## src/rtl/muldiv_seq.sv

```systemverilog
// Iterative multiply/divide unit for the execute stage.
// Radix-2 shift-add multiply and restoring divide, one bit per cycle.
// Signed ops run on operand magnitudes; the sign is restored in FIX.
module muldiv_seq #(
  parameter  int XLEN  = 32,
  parameter  int OPT_W = 4,
  localparam int CNT_W = $clog2(XLEN) + 1
) (
  input  logic             clk,
  input  logic             reset,
  input  logic             req,
  input  logic [OPT_W-1:0] opt,
  input  logic [XLEN-1:0]  a,
  input  logic [XLEN-1:0]  b,
  output logic             busy,
  output logic             done,
  output logic [XLEN-1:0]  result,
  output logic             div_zero
);

  localparam logic [OPT_W-1:0] OP_MUL   = OPT_W'(0);
  localparam logic [OPT_W-1:0] OP_MULHU = OPT_W'(1);
  localparam logic [OPT_W-1:0] OP_MULH  = OPT_W'(2);
  localparam logic [OPT_W-1:0] OP_DIVU  = OPT_W'(3);
  localparam logic [OPT_W-1:0] OP_REMU  = OPT_W'(4);
  localparam logic [OPT_W-1:0] OP_DIV   = OPT_W'(5);
  localparam logic [OPT_W-1:0] OP_REM   = OPT_W'(6);

  typedef enum logic [1:0] {S_IDLE, S_CALC, S_FIX, S_DONE} state_t;

  state_t            state, state_nxt;
  logic [CNT_W-1:0]  cnt;
  logic [OPT_W-1:0]  op_q;
  logic [XLEN-1:0]   hi, lo, dvs;   // hi:lo = product, or remainder:quotient
  logic              neg_q;

  // accept-time decode
  logic              sgn_op, a_neg, b_neg, neg_in, b_zero, min_ovf;
  logic [XLEN-1:0]   a_mag, b_mag;
  logic              fast;
  logic [XLEN-1:0]   fast_res;
  logic              fast_dz;

  // iteration and fix-up datapath
  logic              is_div;
  logic [XLEN:0]     sum, trial;
  logic              ge;
  logic [2*XLEN-1:0] prod_fix;
  logic [XLEN-1:0]   fix_res;

  assign busy = (state != S_IDLE);
  assign done = (state == S_DONE);

  // Operand decode: magnitudes, result sign and the short-circuit cases.
  always_comb begin
    sgn_op   = (opt == OP_MULH) || (opt == OP_DIV) || (opt == OP_REM);
    a_neg    = a[XLEN-1];
    b_neg    = b[XLEN-1];
    a_mag    = (sgn_op && a_neg) ? -a : a;
    b_mag    = (sgn_op && b_neg) ? -b : b;
    neg_in   = 1'b0;
    if ((opt == OP_MULH) || (opt == OP_DIV)) neg_in = a_neg ^ b_neg;
    if (opt == OP_REM)                       neg_in = a_neg;
    b_zero   = (b == '0);
    min_ovf  = (a == {1'b1, {(XLEN-1){1'b0}}}) && (b == '1);
    fast     = 1'b0;
    fast_res = '0;
    fast_dz  = 1'b0;
    case (opt)
      OP_MUL, OP_MULHU, OP_MULH: ;
      OP_DIVU, OP_DIV: begin
        if (b_zero) begin
          fast = 1'b1; fast_res = '1; fast_dz = 1'b1;
        end else if ((opt == OP_DIV) && min_ovf) begin
          fast = 1'b1; fast_res = a;
        end
      end
      OP_REMU, OP_REM: begin
        if (b_zero) begin
          fast = 1'b1; fast_res = a; fast_dz = 1'b1;
        end else if ((opt == OP_REM) && min_ovf) begin
          fast = 1'b1; fast_res = '0;
        end
      end
      default: fast = 1'b1;
    endcase
  end

  // One multiply or divide step, plus the sign fix-up of the final value.
  always_comb begin
    is_div   = (op_q == OP_DIVU) || (op_q == OP_REMU) ||
               (op_q == OP_DIV)  || (op_q == OP_REM);
    sum      = {1'b0, hi} + (lo[0] ? {1'b0, dvs} : '0);
    trial    = {hi, lo[XLEN-1]} - {1'b0, dvs};
    ge       = ~trial[XLEN];
    prod_fix = neg_q ? -{hi, lo} : {hi, lo};
    case (op_q)
      OP_MULHU, OP_MULH: fix_res = prod_fix[2*XLEN-1:XLEN];
      OP_DIVU, OP_DIV:   fix_res = neg_q ? -lo : lo;
      OP_REMU, OP_REM:   fix_res = neg_q ? -hi : hi;
      default:           fix_res = prod_fix[XLEN-1:0];
    endcase
  end

  // State register.
  always_ff @(posedge clk) begin
    if (reset) state <= S_IDLE;
    else       state <= state_nxt;
  end

  // Next-state: IDLE -> CALC (XLEN steps) -> FIX -> DONE, or IDLE -> DONE.
  always_comb begin
    state_nxt = state;
    case (state)
      S_IDLE: if (req) state_nxt = fast ? S_DONE : S_CALC;
      S_CALC: if (cnt == CNT_W'(1)) state_nxt = S_FIX;
      S_FIX:  state_nxt = S_DONE;
      default: state_nxt = S_IDLE;
    endcase
  end

  // Datapath: latch on accept, iterate in CALC, publish result before DONE.
  always_ff @(posedge clk) begin
    if (reset) begin
      cnt      <= '0;
      op_q     <= '0;
      hi       <= '0;
      lo       <= '0;
      dvs      <= '0;
      neg_q    <= 1'b0;
      result   <= '0;
      div_zero <= 1'b0;
    end else begin
      case (state)
        S_IDLE: if (req) begin
          op_q  <= opt;
          hi    <= '0;
          lo    <= a_mag;
          dvs   <= b_mag;
          neg_q <= neg_in;
          cnt   <= CNT_W'(XLEN);
          if (fast) begin
            result   <= fast_res;
            div_zero <= fast_dz;
          end
        end
        S_CALC: begin
          cnt <= cnt - CNT_W'(1);
          if (is_div) begin
            hi <= ge ? trial[XLEN-1:0] : {hi[XLEN-2:0], lo[XLEN-1]};
            lo <= {lo[XLEN-2:0], ge};
          end else begin
            hi <= sum[XLEN:1];
            lo <= {sum[0], lo[XLEN-1:1]};
          end
        end
        S_FIX: begin
          result   <= fix_res;
          div_zero <= 1'b0;
        end
        default: ;
      endcase
    end
  end

endmodule

```

## config.mk

```make
export PLATFORM = sky130hd
export DESIGN_NAME = muldiv_seq
export DESIGN_NICKNAME = d
export VERILOG_FILES = /design/src/rtl/muldiv_seq.sv
export SDC_FILE = /design/constraint.sdc
export NUM_CORES = 1
export LEC_CHECK = 0
export ABC_CLOCK_PERIOD_IN_PS = 5000
export CAP_MARGIN = 20
export CORE_MARGIN = 4
export CORE_UTILIZATION = 55
export DETAILED_ROUTE_END_ITERATION = 12
export PLACE_DENSITY = 0.77
export RECOVER_POWER = 25
export SYNTH_ARGS = -nofsm -noshare
export SYNTH_HDL_FRONTEND = slang
export SYNTH_SLANG_ARGS = --single-unit
```

## constraint.sdc

```tcl
create_clock -name clk -period 5 [get_ports clk]
set_clock_uncertainty 0.1 [all_clocks]
set_input_delay 1.25 -clock clk [delete_from_list [all_inputs] [get_ports clk]]
set_output_delay 1.25 -clock clk [all_outputs]
set_load 0.02 [all_outputs]
```

==> metrics.yaml <==
outcome:
  run_status: "complete, but fails checks"
  violations: "max-capacitance violations, max-slew violations"
hold_path:
  min_path_type: "flop to flop"
clock_tree:
  cts_tree: "yes"
  cts_buffers: 17
  holdBufCountCts: 0
  ctsResizeCount: 0
  cts_setup_buffers: 0
  root_buffer: "clkbuf_16"
  clk_latency_ns: 0.44
  clk_pin_slew_worst_paths_ns: 0.07
  cts.path.max_buffers: 2
  cts_sinks: 142
  cts_htree_levels: 4
critical_path:
  arrival_ns: 4.87
  cp-end-kind: "flop"
  crit_fanout: 12
  cp-start-kind: "flop"
  crit_type: "flop to flop"
  worstPathRequired_ns: 5.22
floorplan:
  placementRows: 57
  dieArea_um2: 27700
  ios: 106
  die_h_um: 167
  start_util: 0.564
  core_area_um2: 24500
  chipWidth_um: 167
sta:
  period_share: 0.929
  drv_slew: 88
  fin_tns_setup_ns: 0
  setup_viol: 0
  maxSlewHeadroom: -0.287
  fin_ws_ns: 0.357
  rsz0062_at_grt: "false"
  finalCriticalPeriod_ns: 4.64
  worst_pin_slew_ns: 1.93
  fmax_ghz: 0.215
  finalHoldViolations: 0
synthesis:
  ys_seq_area_frac: 0.206
  synth-async-reset-ratio: 0
  synth-seq-cells: 142
  synth.distinct_cells: 74
  netlist_instances: 1972
  ys.flop_type: "dfxtp_1"
  syn_area_per_cell_um2: 7.01
  synthesis.nets: 2121
  synth_edf_count: 0
  synth_warnings: 0
  syn_area_um2: 13800
pwr:
  p_switching_mw: 3.02
  seq_power_share: 0.269
  vdd_drop_max_mv: 0.459
  p_leak_nw: 6.14
  p_int_mw: 3.37
  pwr-share-clk: 0.221
  p_comb_frac: 0.510
  p_sw_frac: 0.473
  power_density_nw_per_um2: 407
grt:
  grt_max_degree: 88
  grtUsageMet1: 0.465
  grt_pass1_vias: 14100
  met2_usage: 0.508
  grt_pass1_wl_um: 75600
  grt_util_met3: 0.0666
  busiest_layer: "met2"
  antenna_found_initial: 1
  overflow: 0
  grtUsageTotal: 0.328
drt:
  drt-initial-drc-count: 1813
  drc_errors: 0
  wl_per_cell_um: 20.4
  drtAntennaViolNets: 0
  wirelength_um: 47400
  first_pass_iters: 7
  via_per_inst: 6.57
  num_vias: 15300
layout:
  layout_common_cells: "nand2_1 (234), a21oi_1 (187), nor2_1 (182)"
  area_growth_pct: 13.7
  layout_commonest_cell: "nand2_1"
  nets: 2140
  drive_above_1_share: 0.0559
  fillCellCount: 2236
  diodes: 0
job:
  maxCapViolations: 1
placement:
  gp_congestion: 0.982
  port_buffers: 105
  place_hpwl_um: 35500
  pre_cts_slack_ns: 0.108
final cells by class:
type | count | area (um^2) | share of cell area
clock buffers | 20 | 457 | 0.0291
clock inverters | 12 | 170 | 0.0108
inverters | 69 | 259 | 0.0165
multi-input cells | 1614 | 10200 | 0.649
flip-flops and latches | 142 | 2840 | 0.181
well taps | 324 | 405 | 0.0258
repair buffers | 147 | 1380 | 0.0880
critical path, stage by stage (launching register included):
cell and delay [ns]:
dfxtp_1 0.49, inv_1 0.23, ha_1 0.29, fa_1 0.39, nand2b_1 0.21, a21oi_1 0.29
o21ai_0 0.25, a31oi_1 0.40, o21ai_1 0.27, o211ai_1 0.42, xor2_4 0.44, buf_4 0.27
mux2i_1 0.20, nor2_1 0.06, o21a_1 0.22
through the flow:
stage                     cell area, um^2  power, mW  cells   util  hold slack [ns]
after floorplan                     13800       3.86   1972      -            0.332
after global placement              15100       4.85   2296  0.615            0.340
after detailed placement            15100       4.91   2296  0.615            0.348
after CTS                           15700       6.32   2328  0.641            0.356
after global routing                15700       6.76   2328  0.641            0.375
final                               15700       6.39   2328  0.641            0.353
power groups by stage:
stage | Clock, mW | Combinational, mW | Sequential, mW
after floorplan | 0 | 2.22 | 1.64
after global placement | 0 | 3.12 | 1.72
after detailed placement | 0 | 3.18 | 1.73
after CTS | 1.41 | 3.20 | 1.71
after global routing | 1.46 | 3.55 | 1.75
final | 1.41 | 3.26 | 1.72
worst paths after layout:
kind | slack, ns | cells after the start | from | to
setup / recovery | 0.36 | 14 | lo[31]$_SDFFE_PP0P_ | hi[3]$_SDFFE_PP0P_
hold / removal | 0.35 | 2 | dvs[17]$_SDFFE_PP0P_ | dvs[17]$_SDFFE_PP0P_
setup reg to reg | 0.36 | 14 | lo[31]$_SDFFE_PP0P_ | hi[3]$_SDFFE_PP0P_
hold reg to reg | 0.35 | 2 | dvs[17]$_SDFFE_PP0P_ | dvs[17]$_SDFFE_PP0P_
state kept, by name, summed over array words and instances, names as in the netlist:
name / count
lo: 32
div_zero: 1
hi: 32
cnt: 6
result: 32
op_q: 4
neg_q: 1
dvs: 32
state: 2
cells in the mapped netlist, types with 4 or more instances:
library cell  count  area (um^2)
a31oi_1          29          181
o21ai_1           4         20.0
o221ai_1         17          149
a21oi_1         188          941
o22ai_1          10         62.6
or2_2            11         68.8
nand3_1          55          275
buf_2            11         55.1
and3_1            5         31.3
a211oi_1         40          300
o211ai_1         30          225
xnor2_1          83          727
nand2b_1         15         93.8
or3_1            20          125
nand2_1         234          878
nand4_1          23          144
xor2_1           98          858
inv_1            69          259
a311oi_1          9         78.8
nor2_1          184          691
o31ai_1          32          240
o21ai_0         150          751
o21bai_1          8         60.1
buf_1             7         26.3
dfxtp_1         142         2840
ha_1             76          951
nor4_1           25          156
mux2i_1          28          280
a22oi_1          22          165
nor3_1           39          195
a32oi_1           4         35.0
a21o_1           36          270
nand3b_1          4         30.0
or4_1            15          113
nor3b_1           5         37.5
o21a_1           18          135
clkbuf_1        126          473
a221oi_1          9         78.8
nor2b_1           9         56.3
o41ai_1          16          140
and2_1           10         62.6
cells by family after synthesis:
| family | share of synthesized area |
|---|---|
| compound gates | 0.300 |
| xor+xnor | 0.115 |
| fa+ha+maj | 0.0717 |
| buf+inv | 0.0607 |
| flops | 0.206 |
| mux | 0.0219 |
| simple gates | 0.226 |
layer usage:
layer	vias up	share of wire
met4	2	0.026
li1	7178	-
met3	107	0.10
met1	7149	0.43
met2	850	0.44
met5	-	0.00042
Note: power is estimated with default switching activity, not from simulation.
